File: config.mk
export PLATFORM = sky130hd
export DESIGN_NAME = serial_alu_seq
export DESIGN_NICKNAME = d
export VERILOG_FILES = /design/src/rtl/serial_alu_seq.sv
export SDC_FILE = /design/constraint.sdc
export NUM_CORES = 1
export LEC_CHECK = 0
export CORE_ASPECT_RATIO = 0.8
export CORE_UTILIZATION = 45
export CTS_BUF_LIST = sky130_fd_sc_hd__clkbuf_16
export DETAILED_ROUTE_END_ITERATION = 12
export PLACE_DENSITY = 0.79
export SLEW_MARGIN = 20
export SYNTH_ARGS = -nofsm -noshare
export SYNTH_HDL_FRONTEND = slang
export SYNTH_SLANG_ARGS = --single-unit
export TNS_END_PERCENT = 5
File: constraint.sdc
create_clock -name clk -period 5.4 [get_ports clk]
set_clock_uncertainty 0.05 [all_clocks]
set_input_delay 1.62 -clock clk [delete_from_list [all_inputs] [get_ports clk]]
set_output_delay 1.62 -clock clk [all_outputs]
set_load 0.01 [all_outputs]
File: src/rtl/serial_alu_seq.sv
// serial_alu_seq: bit-serial 32-bit ALU sequencer.
// One operation is latched on start, walked LSB-first through a single
// 1-bit ALU slice (one bit per clock), then committed to the word-level
// result/flag registers on the FIX edge, followed by a one-cycle done pulse.
//
// Handshake: start is sampled only when busy=0 (IDLE or DONE); a start seen
// there is accepted on that edge, busy rises the next cycle, and done pulses
// for exactly one cycle WIDTH+2 cycles after acceptance. start while busy=1
// is dropped. Results/flags hold from one FIX edge to the next.

// 1-bit ALU slice. ctrl[3] inverts B (subtract/compare); the carry-in of
// bit 0 supplies the +1 of the two's complement. set is the less-than
// indication meaningful at the MSB: signed (sum ^ overflow) for SLT,
// unsigned (borrow = ~carry) for SLTU.
module alu_1bit (
    input  logic       a_i,
    input  logic       b_i,
    input  logic       carry_i,
    input  logic       less_i,
    input  logic [3:0] ctrl_i,
    output logic       result_o,
    output logic       carry_o,
    output logic       set_o,
    output logic       overflow_o
);
    logic bb;
    logic sum;

    // Full adder with optional B inversion plus per-op result select
    always_comb begin
        bb         = b_i ^ ctrl_i[3];
        sum        = a_i ^ bb ^ carry_i;
        carry_o    = (a_i & bb) | (a_i & carry_i) | (bb & carry_i);
        overflow_o = carry_i ^ carry_o;
        set_o      = (ctrl_i == 4'd12) ? ~carry_o : (sum ^ overflow_o);
        case (ctrl_i)
            4'd0:          result_o = a_i & b_i;
            4'd1:          result_o = a_i | b_i;
            4'd2, 4'd10:   result_o = sum;
            4'd3:          result_o = a_i ^ b_i;
            4'd11, 4'd12:  result_o = less_i;
            default:       result_o = 1'b0;
        endcase
    end
endmodule

module serial_alu_seq #(
    parameter int WIDTH = 32
) (
    input  logic             clk,
    input  logic             rst,
    input  logic             start,
    input  logic [3:0]       ctrl,
    input  logic [WIDTH-1:0] a,
    input  logic [WIDTH-1:0] b,
    output logic             busy,
    output logic             done,
    output logic [WIDTH-1:0] result,
    output logic             carryout,
    output logic             overflow,
    output logic             zero,
    output logic [1:0]       dbg_state
);
    localparam int CNT_W = (WIDTH > 1) ? $clog2(WIDTH) : 1;

    localparam logic [3:0] OP_AND  = 4'd0;
    localparam logic [3:0] OP_OR   = 4'd1;
    localparam logic [3:0] OP_ADD  = 4'd2;
    localparam logic [3:0] OP_XOR  = 4'd3;
    localparam logic [3:0] OP_SUB  = 4'd10;
    localparam logic [3:0] OP_SLT  = 4'd11;
    localparam logic [3:0] OP_SLTU = 4'd12;

    typedef enum logic [1:0] {
        S_IDLE = 2'd0,
        S_RUN  = 2'd1,
        S_FIX  = 2'd2,
        S_DONE = 2'd3
    } state_t;

    state_t             state_q, state_d;
    logic [WIDTH-1:0]   a_q, b_q, shadow_q, result_q;
    logic [3:0]         ctrl_q;
    logic [CNT_W-1:0]   cnt_q;
    logic               carry_q, set_q, ov_q, co_q;
    logic               carryout_q, overflow_q, zero_q;

    logic               accept, last_bit;
    logic               slice_result, slice_carry, slice_set, slice_ov;
    logic               op_valid, op_slt, op_arith, op_ovf;
    logic [WIDTH-1:0]   fix_result;

    assign accept   = start && ((state_q == S_IDLE) || (state_q == S_DONE));
    assign last_bit = (cnt_q == CNT_W'(WIDTH - 1));

    alu_1bit u_slice (
        .a_i        (a_q[cnt_q]),
        .b_i        (b_q[cnt_q]),
        .carry_i    (carry_q),
        .less_i     (1'b0),
        .ctrl_i     (ctrl_q),
        .result_o   (slice_result),
        .carry_o    (slice_carry),
        .set_o      (slice_set),
        .overflow_o (slice_ov)
    );

    // State register
    always_ff @(posedge clk) begin
        if (rst) state_q <= S_IDLE;
        else     state_q <= state_d;
    end

    // Next-state and status outputs
    always_comb begin
        state_d = state_q;
        busy    = 1'b0;
        done    = 1'b0;
        case (state_q)
            S_IDLE: if (accept) state_d = S_RUN;
            S_RUN: begin
                busy = 1'b1;
                if (last_bit) state_d = S_FIX;
            end
            S_FIX: begin
                busy    = 1'b1;
                state_d = S_DONE;
            end
            S_DONE: begin
                done    = 1'b1;
                state_d = accept ? S_RUN : S_IDLE;
            end
            default: state_d = S_IDLE;
        endcase
    end

    // Op classification and final word assembly used on the FIX edge
    always_comb begin
        op_valid = (ctrl_q == OP_AND) || (ctrl_q == OP_OR) || (ctrl_q == OP_ADD) ||
                   (ctrl_q == OP_XOR) || (ctrl_q == OP_SUB) || (ctrl_q == OP_SLT) ||
                   (ctrl_q == OP_SLTU);
        op_slt   = (ctrl_q == OP_SLT) || (ctrl_q == OP_SLTU);
        op_arith = (ctrl_q == OP_ADD) || (ctrl_q == OP_SUB) || op_slt;
        op_ovf   = (ctrl_q == OP_ADD) || (ctrl_q == OP_SUB);
        fix_result = '0;
        if (op_valid) begin
            fix_result = shadow_q;
            if (op_slt) fix_result[0] = set_q;
        end
    end

    // Operand latch, serial bit walk, and word-level commit
    always_ff @(posedge clk) begin
        if (rst) begin
            a_q        <= '0;
            b_q        <= '0;
            ctrl_q     <= '0;
            cnt_q      <= '0;
            carry_q    <= 1'b0;
            shadow_q   <= '0;
            set_q      <= 1'b0;
            ov_q       <= 1'b0;
            co_q       <= 1'b0;
            result_q   <= '0;
            carryout_q <= 1'b0;
            overflow_q <= 1'b0;
            zero_q     <= 1'b0;
        end else begin
            if (accept) begin
                a_q     <= a;
                b_q     <= b;
                ctrl_q  <= ctrl;
                cnt_q   <= '0;
                carry_q <= ctrl[3];
            end
            if (state_q == S_RUN) begin
                shadow_q[cnt_q] <= slice_result;
                carry_q         <= slice_carry;
                if (last_bit) begin
                    set_q <= slice_set;
                    ov_q  <= slice_ov;
                    co_q  <= slice_carry;
                end else begin
                    cnt_q <= cnt_q + CNT_W'(1);
                end
            end
            if (state_q == S_FIX) begin
                result_q   <= fix_result;
                carryout_q <= op_arith & co_q;
                overflow_q <= op_ovf & ov_q;
                zero_q     <= (fix_result == '0);
            end
        end
    end

    assign result    = result_q;
    assign carryout  = carryout_q;
    assign overflow  = overflow_q;
    assign zero      = zero_q;
    assign dbg_state = state_q;
endmodule

==> results.cfg <==
[run_status]
outcome = finished, final reports clean

[cells_and_area]
fin_cells = 1073
layout.nets = 965
diodes = 0
drive_gt1_share_pct = 5.823
fillers = 1222
fin_util_pct = 58.89
final_cell_area_sq_mm = 0.008092
syn_to_final_growth_pct = 25.77

[clocking]
clock_path_buffers = 2
clkTransAtPathRegs_ns = 0.06
post_cts_resized = 0
hold_buffers = 0
clock-root-buffer = clkbuf_16
numCtsBuffers = 17
clock_latency_ns = 0.42
clock_sinks = 146
cts_tree = yes
cts_setup_buffers = 0
h-tree-depth = 4

[synthesis]
yosysMostFrequentCell = nand2_1
yosysWarningCount = 0
synth_common_cells = nand2_1 (209), dfxtp_1 (146), a21oi_1 (115)
synthSimpleGateAreaFrac_pct = 24.87
synth-seq-cells = 146
async_reset_ff_share_pct = 0
synthCells = 808
syn_nets = 893
synth_top_cell_area_share_pct = 45.43
synth.mux.area_fraction_pct = 5.601
synth_cell_types = 44
ys_seq_area_share_pct = 45.43
synth_xor_area_share_pct = 0.4084
yosys.area.top_type = dfxtp_1
synthTopCellsByArea = dfxtp_1 (45%), nand2_1 (12%), a21oi_1 (8.9%)
synth_compound_area_share_pct = 15.73
syn_avg_cell_area_sq_um = 7.962
synthFlopType = dfxtp_1
synth.cell_area_sq_mm = 0.006434
synth_enable_flop_cells = 0
synth_top_family_by_area = simple AND/OR/NAND/NOR gates
synth_fa_ha_area_share_pct = 2.956

[global_routing]
grt_max_degree = 69
overflow = 0
grt_pass1_vias = 5250
antenna_found_initial = 0
grt_first_pass_wirelength_um = 25710
grt_usage_pct = 22.20

[timing]
worst_pin_slew_ns = 0.9823
hold_ws_ns = 0.3994
worst_slack_ns = 1.812
fin_crit_sh_pct = 66.45
slew_headroom_pct = 34.38
finalSetupViolCount = 0
maxSlewViolCount = 0
final_hold_viol_count = 0
tns_ns = 0
period_needed_ns = 3.588
rsz0062_at_grt = false
fmax_mhz = 278.7

[pwr]
p_int_mw = 2.214
p_per_area_mw_per_mm2 = 416.9
p_leak_nw = 2.866
sw_frac_of_total_pct = 34.36
power_frac_clock_pct = 32.0
irDropWorstVdd_uv = 343.9
sequentialPowerShare_pct = 39.9
combinationalPowerShare_pct = 28.0
switchingPower_mw = 1.159
p_total_mw = 3.373

[routing]
route.detailed.drc = 0
routed_wl_um = 15250
ant_nets = 0
firstDrtPassIters = 7
via_per_inst = 5.337
wl_per_cell_um = 14.22
drt_iter0_markers = 544
vias = 5727

[floorplan]
num_rows = 38
fp.coreArea_sq_mm = 0.01374
fp.dieW_um = 135.7
ioPinCount = 110
initial_core_util_pct = 46.82
dieArea_sq_mm = 0.01478
die_h_um = 108.9

[placed_design]
place_area_sq_mm = 0.007550
dp.final_hpwl_um = 10060
dp.cells = 1041
gp_congestion = 0.8596
dpl_worst_slack_ns = 1.615
numPortBuffers = 109

[worst_setup_path]
end_kind = flip-flop
crit_arrival_ns = 3.89
required_ns = 5.70
critPathMaxFanout = 32
worstSetupPathType = reg2reg
worstSetupStartpointType = flip-flop

[worst_hold_path]
worstHoldPathType = reg2reg

[run]
maxCapViolCount = 0
==> layout by cell type (no fill, tap or decap), types with 2 or more instances in the layout <==
cell,Yosys,layout
a211oi_1,3,3
a21oi_1,115,115
a22oi_1,34,34
a311oi_1,3,3
and2_1,4,4
and3_1,3,3
and3b_1,3,3
buf_4,1,10
clkbuf_16,0,17
clkdlybuf4s50_1,0,108
clkinv_1,1,6
clkinv_4,0,2
clkinvlp_4,0,2
dfxtp_1,146,145
fa_1,2,2
ha_1,12,12
inv_1,10,11
inv_6,0,3
mux2i_1,18,18
mux4_2,8,8
nand2_1,209,209
nand2b_1,9,8
nand3_1,34,34
nand3b_1,3,3
nand4_1,3,3
nor2_1,70,70
nor2b_1,3,2
nor3_1,7,7
nor3b_1,2,2
nor4_1,8,8
o21ai_0,6,6
o22ai_1,6,6
o32ai_1,2,2
or3b_1,7,7
xnor2_1,2,2
==> state kept, by name, summed over array words and instances (netlist names) <==
register	cells
overflow	1
shadow_q	32
carryout	1
co_q	1
result	32
ov_q	1
a_q	32
ctrl_q	4
b_q	32
dbg_state	2
carry_q	1
cnt_q	5
set_q	1
zero	1
==> power by group through the flow <==
stage / Combinational [mW] / Sequential [mW] / Clock, mW
global placement: 0.927 / 1.37 / 0
CTS: 0.950 / 1.35 / 1.10
detailed placement: 0.949 / 1.37 / 0
global route: 1.06 / 1.37 / 1.15
finish: 0.946 / 1.35 / 1.08
floorplan: 0.747 / 1.30 / 0
==> worst max-delay path: stages, from the launching register on <==
cell      delay, ns
dfxtp_2        0.92
mux2i_1        0.30
o22ai_1        0.11
a211oi_1       0.27
o211ai_2       0.22
xnor2_1        0.22
fa_1           0.45
o22ai_2        0.09
buf_4          0.33
or3b_1         0.39
a21oi_1        0.14
==> cell type report <==
cell class / count / area (sq um) / share of cell area (%)
Clock buffer: 17 / 425.4 / 5.257
Clock inverter: 15 / 116.4 / 1.438
Inverter: 11 / 41.29 / 0.5103
Multi-Input combinational cell: 586 / 3203 / 39.59
Sequential cell: 146 / 2924 / 36.14
Tap cell: 180 / 225.2 / 2.783
Timing Repair Buffer: 118 / 1156 / 14.29
==> kinds of logic (layout without fill, tap and decap cells) <==
logic type,after synthesis,count (layout)
AO/OA/AOI/OAI,174,174
XOR/XNOR,3,3
adder cells (fa/ha/maj),14,14
buffers and inverters,76,161
flip-flops,146,146
multiplexers,26,26
AND/OR/NAND/NOR,369,369
==> worst paths after layout <==
kind | slack [ns] | cells past startpoint | start | endpoint
setup / recovery | 1.81 | 10 | cnt_q[0] | shadow_q[6]
hold / removal | 0.40 | 2 | a_q[10] | a_q[10]
setup reg to reg | 1.81 | 10 | cnt_q[0] | shadow_q[6]
hold reg to reg | 0.40 | 2 | a_q[10] | a_q[10]
==> layer usage <==
layer  vias to the layer above  track usage (%)  wire (um)
met5                         -                0          0
met4                         0            7.303        153
met3                        18            5.067        871
met2                       150            33.71       6910
met1                      2660            30.98       7319
li1                       2899                -          -
(Power assumes the default switching activity.)
